$ cat src/rtl/march_lr_bist_ctrl.sv
// March LR BIST controller for a single-port SRAM with asynchronous read.
// Issues one March operation per clock and records first-failure diagnostics.
//
// state  | meaning
// S_IDLE | waiting for start after reset
// S_RUN  | applying March LR, one op per cycle
// S_DONE | run finished; status held until next start
module march_lr_bist_ctrl #(
    parameter int ADDR_W       = 8,
    parameter int DATA_W       = 4,
    parameter int CNT_W        = 8,
    parameter bit STOP_ON_FAIL = 1'b0
) (
    input  logic              clk,
    input  logic              rst_n,
    input  logic              start,
    output logic [ADDR_W-1:0] mem_addr,
    output logic              mem_we,
    output logic [DATA_W-1:0] mem_din,
    input  logic [DATA_W-1:0] mem_dout,
    output logic              busy,
    output logic              done,
    output logic              pass,
    output logic              fail,
    output logic [ADDR_W-1:0] fail_addr,
    output logic [2:0]        fail_elem,
    output logic [DATA_W-1:0] fail_exp,
    output logic [DATA_W-1:0] fail_act,
    output logic [CNT_W-1:0]  fail_count
);

    typedef enum logic [1:0] {S_IDLE, S_RUN, S_DONE} state_t;

    localparam logic [2:0] LAST_ELEM = 3'd5;

    // Op descriptor {last op of element, write, background}.
    function automatic logic [2:0] op_decode(input logic [2:0] elem, input logic [2:0] op);
        logic [2:0] d;
        d = 3'b100;
        case (elem)
            3'd0: d = 3'b110;
            3'd1: d = (op == 3'd0) ? 3'b000 : 3'b111;
            3'd2: begin
                case (op)
                    3'd0:    d = 3'b001;
                    3'd1:    d = 3'b010;
                    3'd2:    d = 3'b000;
                    3'd3:    d = 3'b000;
                    default: d = 3'b111;
                endcase
            end
            3'd3: d = (op == 3'd0) ? 3'b001 : 3'b110;
            3'd4: begin
                case (op)
                    3'd0:    d = 3'b000;
                    3'd1:    d = 3'b011;
                    3'd2:    d = 3'b001;
                    3'd3:    d = 3'b001;
                    default: d = 3'b110;
                endcase
            end
            default: d = 3'b100;
        endcase
        return d;
    endfunction

    state_t            state;
    logic [2:0]        elem;
    logic [2:0]        op;

    logic [2:0]        cur_dec;
    logic [2:0]        nxt_dec;
    logic [2:0]        launch_dec;
    logic              elem_down;
    logic              addr_end;
    logic [2:0]        nxt_elem;
    logic [2:0]        nxt_op;
    logic [ADDR_W-1:0] nxt_addr;
    logic              run_end;
    logic              mismatch;

    always_comb begin
        cur_dec    = op_decode(elem, op);
        launch_dec = op_decode(3'd0, 3'd0);
        elem_down  = (elem == 3'd1);
        addr_end   = elem_down ? (mem_addr == {ADDR_W{1'b0}}) : (mem_addr == {ADDR_W{1'b1}});
        nxt_elem   = elem;
        nxt_op     = op + 3'd1;
        nxt_addr   = mem_addr;
        if (cur_dec[2]) begin
            nxt_op = 3'd0;
            if (addr_end) begin
                nxt_elem = elem + 3'd1;
                // only M1 runs downward, and it follows M0
                nxt_addr = (elem == 3'd0) ? {ADDR_W{1'b1}} : {ADDR_W{1'b0}};
            end else if (elem_down) begin
                nxt_addr = mem_addr - ADDR_W'(1);
            end else begin
                nxt_addr = mem_addr + ADDR_W'(1);
            end
        end
        nxt_dec  = op_decode(nxt_elem, nxt_op);
        run_end  = cur_dec[2] && addr_end && (elem == LAST_ELEM);
        mismatch = (state == S_RUN) && !mem_we && (mem_dout != mem_din);
    end

    always_ff @(posedge clk or negedge rst_n) begin
        if (!rst_n) begin
            state      <= S_IDLE;
            elem       <= 3'd0;
            op         <= 3'd0;
            mem_addr   <= '0;
            mem_we     <= 1'b0;
            mem_din    <= '0;
            busy       <= 1'b0;
            done       <= 1'b0;
            pass       <= 1'b0;
            fail       <= 1'b0;
            fail_addr  <= '0;
            fail_elem  <= 3'd0;
            fail_exp   <= '0;
            fail_act   <= '0;
            fail_count <= '0;
        end else begin
            case (state)
                S_IDLE, S_DONE: begin
                    if (start) begin
                        state      <= S_RUN;
                        elem       <= 3'd0;
                        op         <= 3'd0;
                        mem_addr   <= '0;
                        mem_we     <= launch_dec[1];
                        mem_din    <= {DATA_W{launch_dec[0]}};
                        busy       <= 1'b1;
                        done       <= 1'b0;
                        pass       <= 1'b0;
                        fail       <= 1'b0;
                        fail_addr  <= '0;
                        fail_elem  <= 3'd0;
                        fail_exp   <= '0;
                        fail_act   <= '0;
                        fail_count <= '0;
                    end
                end
                S_RUN: begin
                    if (mismatch) begin
                        if (fail_count != {CNT_W{1'b1}}) begin
                            fail_count <= fail_count + CNT_W'(1);
                        end
                        if (!fail) begin
                            fail      <= 1'b1;
                            fail_addr <= mem_addr;
                            fail_elem <= elem;
                            fail_exp  <= mem_din;
                            fail_act  <= mem_dout;
                        end
                    end
                    if (run_end || (STOP_ON_FAIL && mismatch)) begin
                        state    <= S_DONE;
                        elem     <= 3'd0;
                        op       <= 3'd0;
                        mem_addr <= '0;
                        mem_we   <= 1'b0;
                        mem_din  <= '0;
                        busy     <= 1'b0;
                        done     <= 1'b1;
                        pass     <= !(fail || mismatch);
                    end else begin
                        elem     <= nxt_elem;
                        op       <= nxt_op;
                        mem_addr <= nxt_addr;
                        mem_we   <= nxt_dec[1];
                        mem_din  <= {DATA_W{nxt_dec[0]}};
                    end
                end
                default: state <= S_IDLE;
            endcase
        end
    end

endmodule

$ cat config.mk
export PLATFORM = sky130hd
export DESIGN_NAME = march_lr_bist_ctrl
export DESIGN_NICKNAME = d
export VERILOG_FILES = /design/src/rtl/march_lr_bist_ctrl.sv
export SDC_FILE = /design/constraint.sdc
export NUM_CORES = 1
export LEC_CHECK = 0
export CAP_MARGIN = 20
export CORE_ASPECT_RATIO = 1.1
export CORE_UTILIZATION = 54
export DETAILED_ROUTE_END_ITERATION = 8
export DONT_BUFFER_PORTS = 1
export GPL_ROUTABILITY_DRIVEN = 0
export PLACE_DENSITY = 0.69
export SKIP_LAST_GASP = 1
export SYNTH_ARGS = -nofsm -noshare
export SYNTH_HDL_FRONTEND = slang
export SYNTH_SLANG_ARGS = --single-unit
$ cat constraint.sdc
create_clock -name clk -period 3.2 [get_ports clk]
set_input_delay 0.32 -clock clk [delete_from_list [all_inputs] [get_ports clk]]
set_output_delay 0.32 -clock clk [all_outputs]
set_load 0.01 [all_outputs]
; ---- Word level (Yosys, flattened, before mapping)
; Cells that the tools add are included.
[op_classes]
n_addsub = 5
n_reduce_logical = 24
muxes = 59
n_eq_ne = 26
[ops]
columns = op, n
row1 = two-way mux 8 bit, 10
row2 = case mux 8 bit (2 select lines), 3
row3 = two-way mux 3 bit, 10
row4 = "== test 3 x 2 -> 1 bit, second input constant", 8
row5 = two-way mux 4 bit, 6
row6 = case mux 4 bit (2 select lines), 3
row7 = case mux 3 bit (2 select lines), 3
row8 = case mux 3 bit (3 select lines), 2
row9 = "adder 8 x 1 -> 8 bit, second input constant", 2
row10 = case mux 3 bit (5 select lines), 1
row11 = "== test 3 x 1 -> 1 bit, second input constant", 4
row12 = logical NOT 3 bit, 4
row13 = case mux 2 bit (3 select lines), 2
row14 = case mux 1 bit (2 select lines), 5
row15 = case mux 2 bit (5 select lines), 1
row16 = "== test 3 bit, second input constant", 3
row17 = AND reduction 3 bit, 3
row18 = "== test 8 bit, second input constant", 1
row19 = logical NOT 8 bit, 1
row20 = two-way mux 1 bit, 8
row21 = two-way mux 2 bit, 4
row22 = "!= test 2 bit, second input constant", 4
row23 = "!= test 8 bit, second input constant", 1
row24 = AND reduction 4 bit, 2
row25 = 15 further kinds, 23
[totals]
elab_cells = 129
in_bits = 7
reg_bits = 52
output_inout_bits = 44

; ---- Logic depth before layout (Yosys ltp)
; Gate-level depths: netlist of run 1.
[depth]
word_depth = 11
depth_mapped = 10
ltp_nobuf = 10

; ---- Worst setup path after synthesis of run 1
; Ideal clock, no wire load.
[synth_path]
path_kind = register to register
startpoint = reg elem[1]
endpoint = reg mem_addr[6]
setup_ns = 0.136
period_less_slack_ns = 2.601
stages_incl_launch_ff = 11
arrival_ns = 2.465
path_slack_ns = 0.599
path_buffers = 0
t_required_ns = 3.064
path_cell_list = dfrtp_1 -> inv_1 -> ha_1 -> nor2b_2 -> ha_1 -> a21o_1 -> a21oi_1 -> nand4b_1 -> o41ai_1 -> a2111oi_0 -> o21ai_0
[synth_via]
elab_chain_cells = 6
elab_cells_between_ends = 18
classes_between = eq/ne (6) / mux (8) / reduce/logical (4)
[synth_lines]
columns = element, line_no
row1 = start: declaration, 68  ; logic [2:0] elem;
row2 = start signal: assignment, 169  ; elem <= nxt_elem;
row3 = "== test 3 bit, or another cell as far along", 40  ; case (elem)
row4 = "case mux 3 bit (5 select lines), or another cell as far along", 40
row5 = logical AND 1 bit / two-way mux 8 bit (equally long branches), "103, 92"
row6 = logical AND 1 bit / two-way mux 8 bit (equally long branches), "103, 90"
row7 = != test 3 bit (no line) / two-way mux 8 bit (equally long branches), -
row8 = AND reduction 3 bit (no line) / case mux 8 bit (2 select lines) (equally long branches), -
row9 = end signal: assignment, 171  ; mem_addr <= nxt_addr;
row10 = end: declaration, 17  ; output logic [ADDR_W-1:0] mem_addr,
; Parallel ways exist; a longest one is shown, timed or not. The select of a mux whose other input is x is not followed.
; A chain may end at the register's enable or synchronous reset.

; ---- Worst setup path in the final report of run 1
; Ends and elaborated chain as after synthesis.

==> results of run 1 <==
[flip-flops by register name, indices dropped and copies added (netlist names)]
signal,cells
fail_addr,8
fail_count,8
mem_addr,8
fail_act,4
elem,3
fail_elem,3
op,3
state,2
busy,1
done,1
fail,1
fail_exp,1
mem_din,1
mem_we,1
pass,1
[metrics by stage]
step           setup slack [ps]  instance area, µm²  cells
4_1_cts                     250                2830    345
6_report                    398                2850    346
3_3_place_gp                387                2700    335
2_1_floorplan               599                2680    291
3_5_place_dp                261                2700    335
5_1_grt                     152                2850    346
[routing by layer]
metal	vias to the layer above	wire [µm]	share of wire, %	global-route usage [%]
li1	1026	-	-	-
met4	0	78	1.4	7.96
met5	-	0	0	0
met1	971	2680	47	33.2
met2	69	2660	47	36.3
met3	7	293	5.1	4.79
[power by group through the flow]
| stage | combinational [mW] | sequential, mW | clock, mW |
|---|---|---|---|
| floorplan | 0.505 | 0.964 | 0 |
| global placement | 0.571 | 1.03 | 0 |
| detailed placement | 0.587 | 1.04 | 0 |
| CTS | 0.607 | 1.02 | 0.386 |
| global route | 0.710 | 1.05 | 0.400 |
| finish | 0.615 | 1.02 | 0.372 |
[kinds of logic (layout without fill, tap and decap cells)]
group	Yosys count	count (layout)	synth area share (%)
AND/OR/NAND/NOR	109	109	19.7
AO/OA/AOI/OAI	80	80	19.8
flip-flops	46	46	42.9
buffers and inverters	28	27	4.99
adder cells (fa/ha/maj)	17	17	8.12
XOR/XNOR	8	8	2.61
multiplexers	3	3	1.77
[timing repair]
| action | CTS | global route |
|---|---|---|
| gates resized for setup | 0 | 1 |
| hold buffers | 2 | 0 |
| setup endpoints to repair | 0 | 1 |
| endpoints found under the hold margin | 46 | 0 |
[worst max-delay path, stage by stage (launching register included)]
cell and delay (ps):
sky130_fd_sc_hd__dfrtp_1 480, sky130_fd_sc_hd__inv_1 150, sky130_fd_sc_hd__ha_1 250, sky130_fd_sc_hd__nor2b_4 350, sky130_fd_sc_hd__ha_1 340, sky130_fd_sc_hd__a21o_1 190, sky130_fd_sc_hd__a21oi_1 240, sky130_fd_sc_hd__nand4b_1 150
sky130_fd_sc_hd__o41ai_1 70, sky130_fd_sc_hd__a2111oi_0 320, sky130_fd_sc_hd__o21ai_0 120
[worst paths after layout]
kind,endpoint,slack [ps],cells past startpoint
max,mem_addr[6],400,10
min,state[1],130,1
max reg2reg,mem_addr[6],400,10
min reg2reg,done,550,2
max in group asynchronous,op[1],2470,2
min in group asynchronous,fail_act[0],520,2
[final cells by class]
cell class / count / area [µm²] / area share (%)
clock inverters: 2 / 12.5 / 0.439
well taps: 56 / 70.1 / 2.46
clock buffers: 6 / 82.6 / 2.90
flip-flops and latches: 46 / 1150 / 40.4
inverters: 12 / 45.0 / 1.58
repair buffers: 7 / 78.8 / 2.77
multi-input cells: 217 / 1410 / 49.5
[layout by cell type (no fill, tap or decap), drive strengths merged, types with 6 or more instances in the layout]
master and n:
nand3 9, ha 15, a21oi 10, dfrtp 46
nand2 53, buf 6, o31ai 12, nor2b 6
o21ai 29, clkbuf 6, inv 12, nor2 17
==> run summary, run 1 <==
PWR
-----------------------------------------------------------------------------------------------
Clock network fraction of design power ...........................................        18.5%
Peak ir drop on the vdd network ..................................................       439 µV
Total power divided by cell area .................................................   705 nW/µm²
Leakage ..........................................................................      1.21 nW
Int Pwr ..........................................................................      1.18 mW
Total power draw .................................................................      2.01 mW
Switching power total ............................................................       834 µW
Share of total power consumed by net switching ...................................        41.5%
Sequential share of power ........................................................        50.9%
Share of power burned in combinational logic .....................................        30.6%

CLOCK NETWORK
-----------------------------------------------------------------------------------------------
Worst-skew pair later-pin latency ................................................       300 ps
Setup bufs post-CTS ..............................................................            0
Buffer type at the clock tree root ............................................... sky130_fd_sc_hd__clkbuf_8
Total CTS buffers ................................................................            5
Sink Count .......................................................................           46
Clk buf depth ....................................................................            2
CTS tree .........................................................................         done
H-tree levels ....................................................................            2
Clock input transition at the sequential cells of the worst setup and hold paths .        90 ps

DIE
-----------------------------------------------------------------------------------------------
Initial standard-cell utilization of the core ....................................        56.8%
Die extent in x ..................................................................      69.2 µm
Site row count ...................................................................           26
Floorplan core area ..............................................................     4720 µm²
Number of I/O pins ...............................................................           51
Die Footprint ....................................................................     5250 µm²
Die Ht ...........................................................................      75.9 µm

LOGIC SYNTHESIS
-----------------------------------------------------------------------------------------------
Synth Warn # .....................................................................            0
Number of unique standard cell types used by synthesis ...........................           51
Area share of the largest cell type after synthesis ..............................        42.9%
Async S/R FF share, synth ........................................................         100%
Post-synthesis average cell area .................................................     9.21 µm²
Post-synth EDFFs .................................................................            0
Cell area after synthesis ........................................................     2680 µm²
Post-synth top area cell ......................................................... sky130_fd_sc_hd__dfrtp_1
Post-synth net total .............................................................          314
Synthesized instance count .......................................................          291
Post-synthesis register bit count ................................................           46
Ranking of synthesized cells by area ............................................. sky130_fd_sc_hd__dfrtp_1 43%, sky130_fd_sc_hd__nand2_1 7.4%, sky130_fd_sc_hd__ha_1 7.0%
Dominant synthesized flop cell ................................................... sky130_fd_sc_hd__dfrtp_1
Share of synthesized area occupied by flip-flops and latches .....................        42.9%
Most instantiated cells after synthesis .......................................... 53 x sky130_fd_sc_hd__nand2_1, 46 x sky130_fd_sc_hd__dfrtp_1, 28 x sky130_fd_sc_hd__o21ai_0
Most common cell in the netlist .................................................. sky130_fd_sc_hd__nand2_1

SETUP PATH
-----------------------------------------------------------------------------------------------
Peak fanout along the critical path ..............................................           11
RR Startpoint ....................................................................      elem[1]
Arrival time of the worst setup path .............................................      2970 ps
Kind of start point of the critical path .........................................     register
Endpoint required time on the critical path ......................................      3370 ps
Capturing element type of the critical path ......................................     register
Worst setup path category ........................................................   reg -> reg
Critical Path Start ..............................................................      elem[1]

TIMING
-----------------------------------------------------------------------------------------------
Worst hold slack across all endpoints ............................................       135 ps
Highest attainable clock frequency ...............................................      357 MHz
Slew margin rel. .................................................................        36.0%
Count of endpoints failing hold in the final timing report .......................            0
Transition time at the pin with the least slew margin ............................       959 ps
Setup Viol. Count Final ..........................................................            0
Final min period .................................................................      2800 ps
Final-layout setup total negative slack ..........................................         0 ps
Clock Skews ......................................................................      4.47 ps
RSZ-0062 raised after global routing .............................................        false
Pins Over Slew Limit .............................................................            0
Portion of the clock cycle consumed by the worst path in the final layout ........        87.6%

ROUTING
-----------------------------------------------------------------------------------------------
Number of iterations in the first detailed-routing pass ..........................            4
DRC ..............................................................................            0
DRC violation total after the first TritonRoute iteration ........................          101
Via density per instance .........................................................         5.99
Vias .............................................................................         2073
Routed length per instance .......................................................      16.5 µm
Post-DRT Antenna Nets ............................................................            0
Detailed Route WL ................................................................      5.71 mm

LAYOUT
-----------------------------------------------------------------------------------------------
Share of post-route cells with drive strength above 1 ............................        8.97%
Area added between synthesis and finish ..........................................        6.30%
Diodes inserted ..................................................................            0
Final design utilization .........................................................        60.4%
Post-layout net count ............................................................          312
Count of filler cells inserted in the layout .....................................          411

PLACEMENT
-----------------------------------------------------------------------------------------------
Buffers on Ports .................................................................            0
Post-detailed-placement half-perimeter wirelength ................................      4.04 mm

RUN STATUS
-----------------------------------------------------------------------------------------------
Result of the run ................................................................ finished clean

WORST HOLD PATH
-----------------------------------------------------------------------------------------------
Hold/Removal Path Class ..........................................................    in -> reg
Origin of the worst min-delay path ...............................................        start

GLOBAL ROUTING
-----------------------------------------------------------------------------------------------
Wire length of the first global-routing pass .....................................      10.0 mm
Number of global-route vias before repair ........................................         2017
Number of antenna violations at the first check in global routing ................            0
Maximum number of pins on one net before global-route repair .....................           47
Total congestion overflow ........................................................            0
Global Route Usage Sum ...........................................................        23.6%

FLOW RUN
-----------------------------------------------------------------------------------------------
Max-capacitance violation count ..................................................            0

(Power assumes the default switching activity.)
==> inputs of run 2 (changes only) <==
Settings changed: REMOVE_ABC_BUFFERS set to 1.
==> run 2 against run 1 <==
  * Non-clock buffer count is 1 lower
  * Sequential cell count stayed put
  * Routed wire length is 1.4% higher
  * Power up 1.6%
  * Worst hold slack better by 1.8 ps
  * Critical path type unchanged
  * Via count rose by 1.6%
==> run summary, run 2 (synthesis gave the netlist of run 1 again) <==
LAYOUT
-----------------------------------------------------------------------------------------------
Area added between synthesis and finish ..........................................        6.30%   unchanged
Diodes inserted ..................................................................            0   unchanged
Post-layout net count ............................................................          311   -0.32%
Most frequent standard cell in the layout excluding fill and tap cells ........... sky130_fd_sc_hd__nand2_1
Share of post-route cells with drive strength above 1 ............................        7.96%   -1.0 points
Highest-count cells in the layout ignoring fill and taps ......................... 53 x sky130_fd_sc_hd__nand2_1, 46 x sky130_fd_sc_hd__dfrtp_1, 28 x sky130_fd_sc_hd__o21ai_0
Largest registers ranked by flip-flop count ...................................... fail_addr (8), fail_count (8), mem_addr (8)

TIMING
-----------------------------------------------------------------------------------------------
Slew margin rel. .................................................................        33.0%   -3.0 points
Pins Over Slew Limit .............................................................            0   unchanged
Portion of the clock cycle consumed by the worst path in the final layout ........        87.7%   +0.18 points
Final min period .................................................................      2810 ps   +5.82 ps
RSZ-0062 raised after global routing .............................................        false
Highest attainable clock frequency ...............................................      356 MHz   -0.21%
Transition time at the pin with the least slew margin ............................      1000 ps   +45.6 ps
Final-layout setup total negative slack ..........................................         0 ps   unchanged
Clock Skews ......................................................................      7.23 ps   +2.76 ps
Setup Viol. Count Final ..........................................................            0   unchanged
Count of endpoints failing hold in the final timing report .......................            0   unchanged

SETUP PATH
-----------------------------------------------------------------------------------------------
Logic depth of the worst register-to-register path ...............................           10   unchanged
Crit-path max cell delay .........................................................       490 ps   about the same
Cell seen most often among critical-path stages .................................. sky130_fd_sc_hd__ha_1
Critical Path, Cell by Cell ...................................................... inv_1, ha_1, nor2b_4, ha_1, a21oi_1, o211ai_1, o41ai_1, xnor2_1, o21ba_2, o22ai_1
Worst setup path category ........................................................   reg -> reg
Worst reg2reg endpoint ...........................................................  mem_addr[7]
Kind of start point of the critical path .........................................     register
Worst setup endpoint .............................................................  mem_addr[7]
Total stage count of the critical path ...........................................           10   unchanged
Peak fanout along the critical path ..............................................           11   unchanged
Endpoint required time on the critical path ......................................      3410 ps   +40 ps
RR Startpoint ....................................................................      elem[1]
Critical Path Start ..............................................................      elem[1]
Arrival time of the worst setup path .............................................      3020 ps   +50 ps
Kind of cell adding the most delay to the critical path .......................... compound AO/OA/AOI/OAI gates
Capturing element type of the critical path ......................................     register
Slowest CP cell .................................................................. sky130_fd_sc_hd__dfrtp_1
Setup slack of the most critical reg-to-reg path .................................       390 ps   about the same
Critical path buffer and inverter count ..........................................            1   unchanged

ROUTING
-----------------------------------------------------------------------------------------------
Routed length per instance .......................................................      16.8 µm   +1.7%
Met3 Wirelength ..................................................................       267 µm   -8.9%
Via density per instance .........................................................         6.10   +1.9%
Post-DRT Antenna Nets ............................................................            0   unchanged
Number of iterations in the first detailed-routing pass ..........................            4   unchanged
DRC ..............................................................................            0   unchanged
Vias .............................................................................         2106   +1.6%
Length of routed met2 wiring .....................................................      2.81 mm   +5.5%
DRT met1 WL ......................................................................      2.61 mm   -2.8%
Top sig layer ....................................................................         met4
DRC violation total after the first TritonRoute iteration ........................           93   -7.9%
Detailed Route WL ................................................................      5.79 mm   +1.4%

PWR
-----------------------------------------------------------------------------------------------
Total power divided by cell area .................................................   716 nW/µm²   +1.6%
Total power draw .................................................................      2.04 mW   +1.6%
Leakage ..........................................................................      1.21 nW   about the same
Peak ir drop on the vdd network ..................................................       513 µV   +17%

FLOW RUN
-----------------------------------------------------------------------------------------------
Max-capacitance violation count ..................................................            0   unchanged

CLOCK NETWORK
-----------------------------------------------------------------------------------------------
Clk buf depth ....................................................................            2   unchanged
Buffer type at the clock tree root ............................................... sky130_fd_sc_hd__clkbuf_8
Worst-skew pair later-pin latency ................................................       290 ps   about the same
Clock input transition at the sequential cells of the worst setup and hold paths .        80 ps   about the same
CTS tree .........................................................................         done
Total CTS buffers ................................................................            5   unchanged
Setup bufs post-CTS ..............................................................            0   unchanged
Sink Count .......................................................................           46   unchanged
H-tree levels ....................................................................            2   unchanged

PLACEMENT
-----------------------------------------------------------------------------------------------
Post-detailed-placement half-perimeter wirelength ................................      4.07 mm   +0.61%
Buffers on Ports .................................................................            0   unchanged

GLOBAL ROUTING
-----------------------------------------------------------------------------------------------
Wire length of the first global-routing pass .....................................      9.78 mm   -2.5%
Number of global-route vias before repair ........................................         1983   -1.7%
Total congestion overflow ........................................................            0   unchanged
Maximum number of pins on one net before global-route repair .....................           47   unchanged
Global Route Usage Sum ...........................................................        23.2%   -0.42 points
Number of antenna violations at the first check in global routing ................            0   unchanged

DIE
-----------------------------------------------------------------------------------------------
Die Ht ...........................................................................      75.9 µm   unchanged
Site row count ...................................................................           26   unchanged
Die Footprint ....................................................................     5250 µm²   unchanged
Die extent in x ..................................................................      69.2 µm   unchanged
Initial standard-cell utilization of the core ....................................        56.8%   unchanged
Floorplan core area ..............................................................     4720 µm²   unchanged
Number of I/O pins ...............................................................           51   unchanged

WORST HOLD PATH
-----------------------------------------------------------------------------------------------
Hold/Removal Path Class ..........................................................    in -> reg
Worst Hold Depth .................................................................            1   unchanged

RUN STATUS
-----------------------------------------------------------------------------------------------
Result of the run ................................................................ finished clean

==> run 2: cell types whose count changed in the layout (fill, tap and decap cells not counted), sizes merged <==
cell,delta
clkbuf,+1
buf,-1
bufinv,+1
clkinv,-1
clkinvlp,-1
==> run 2: area by class of cell <==
class / count / area, µm²
Timing Repair Buffer: 6 / 67.6
Tap cell: 56 / 70.1
Inverter: 12 / 45.0
Clock buffer: 7 / 76.3
Clock inverter: 1 / 30.0
Fill cell: 382 / 1870
Multi-Input combinational cell: 217 / 1410
Sequential cell: 46 / 1150
==> run 2: stage by stage <==
stage	instances	worst slack (ps)	hold WS, ps	instance area [µm²]	util [%]
final	345	392	137	2850	60.4
after global placement	335	366	25.4	2700	57.3
after global routing	345	166	126	2850	60.4
after detailed placement	335	296	25.6	2700	57.3
after CTS	345	275	129	2850	60.3
after floorplan	275	478	24.4	2590	-
==> run 2: how the worst min path moves through the flow <==
stage	start	endpoint
floorplan	rst_n	busy
global placement	rst_n	fail_count[5]
detailed placement	rst_n	fail_count[5]
CTS	start	state[1]
global route	start	state[1]
finish	start	state[1]
==> run 2: what timing repair did <==
action                                  CTS  global route
endpoints found under the setup margin    0             1
endpoints found under the hold margin    46             0
hold buffers                              2             0
resized for setup                         0             1
==> run 2: metal layers <==
| metal | track usage (%) | vias to the layer above |
|---|---|---|
| met2 | 37.6 | 60 |
| met1 | 30.5 | 1016 |
| met3 | 5.19 | 8 |
| met4 | 7.76 | 0 |
| li1 | - | 1022 |
| met5 | 0 | - |
==> run 2: power breakdown <==
group | internal (mW) | leakage, nW | total, mW | switching, mW
sequential | 0.734 | 0.597 | 1.02 | 0.291
clock | 0.234 | 0.0524 | 0.421 | 0.187
combinational | 0.263 | 0.564 | 0.595 | 0.332
total | 1.23 | 1.21 | 2.04 | 0.810
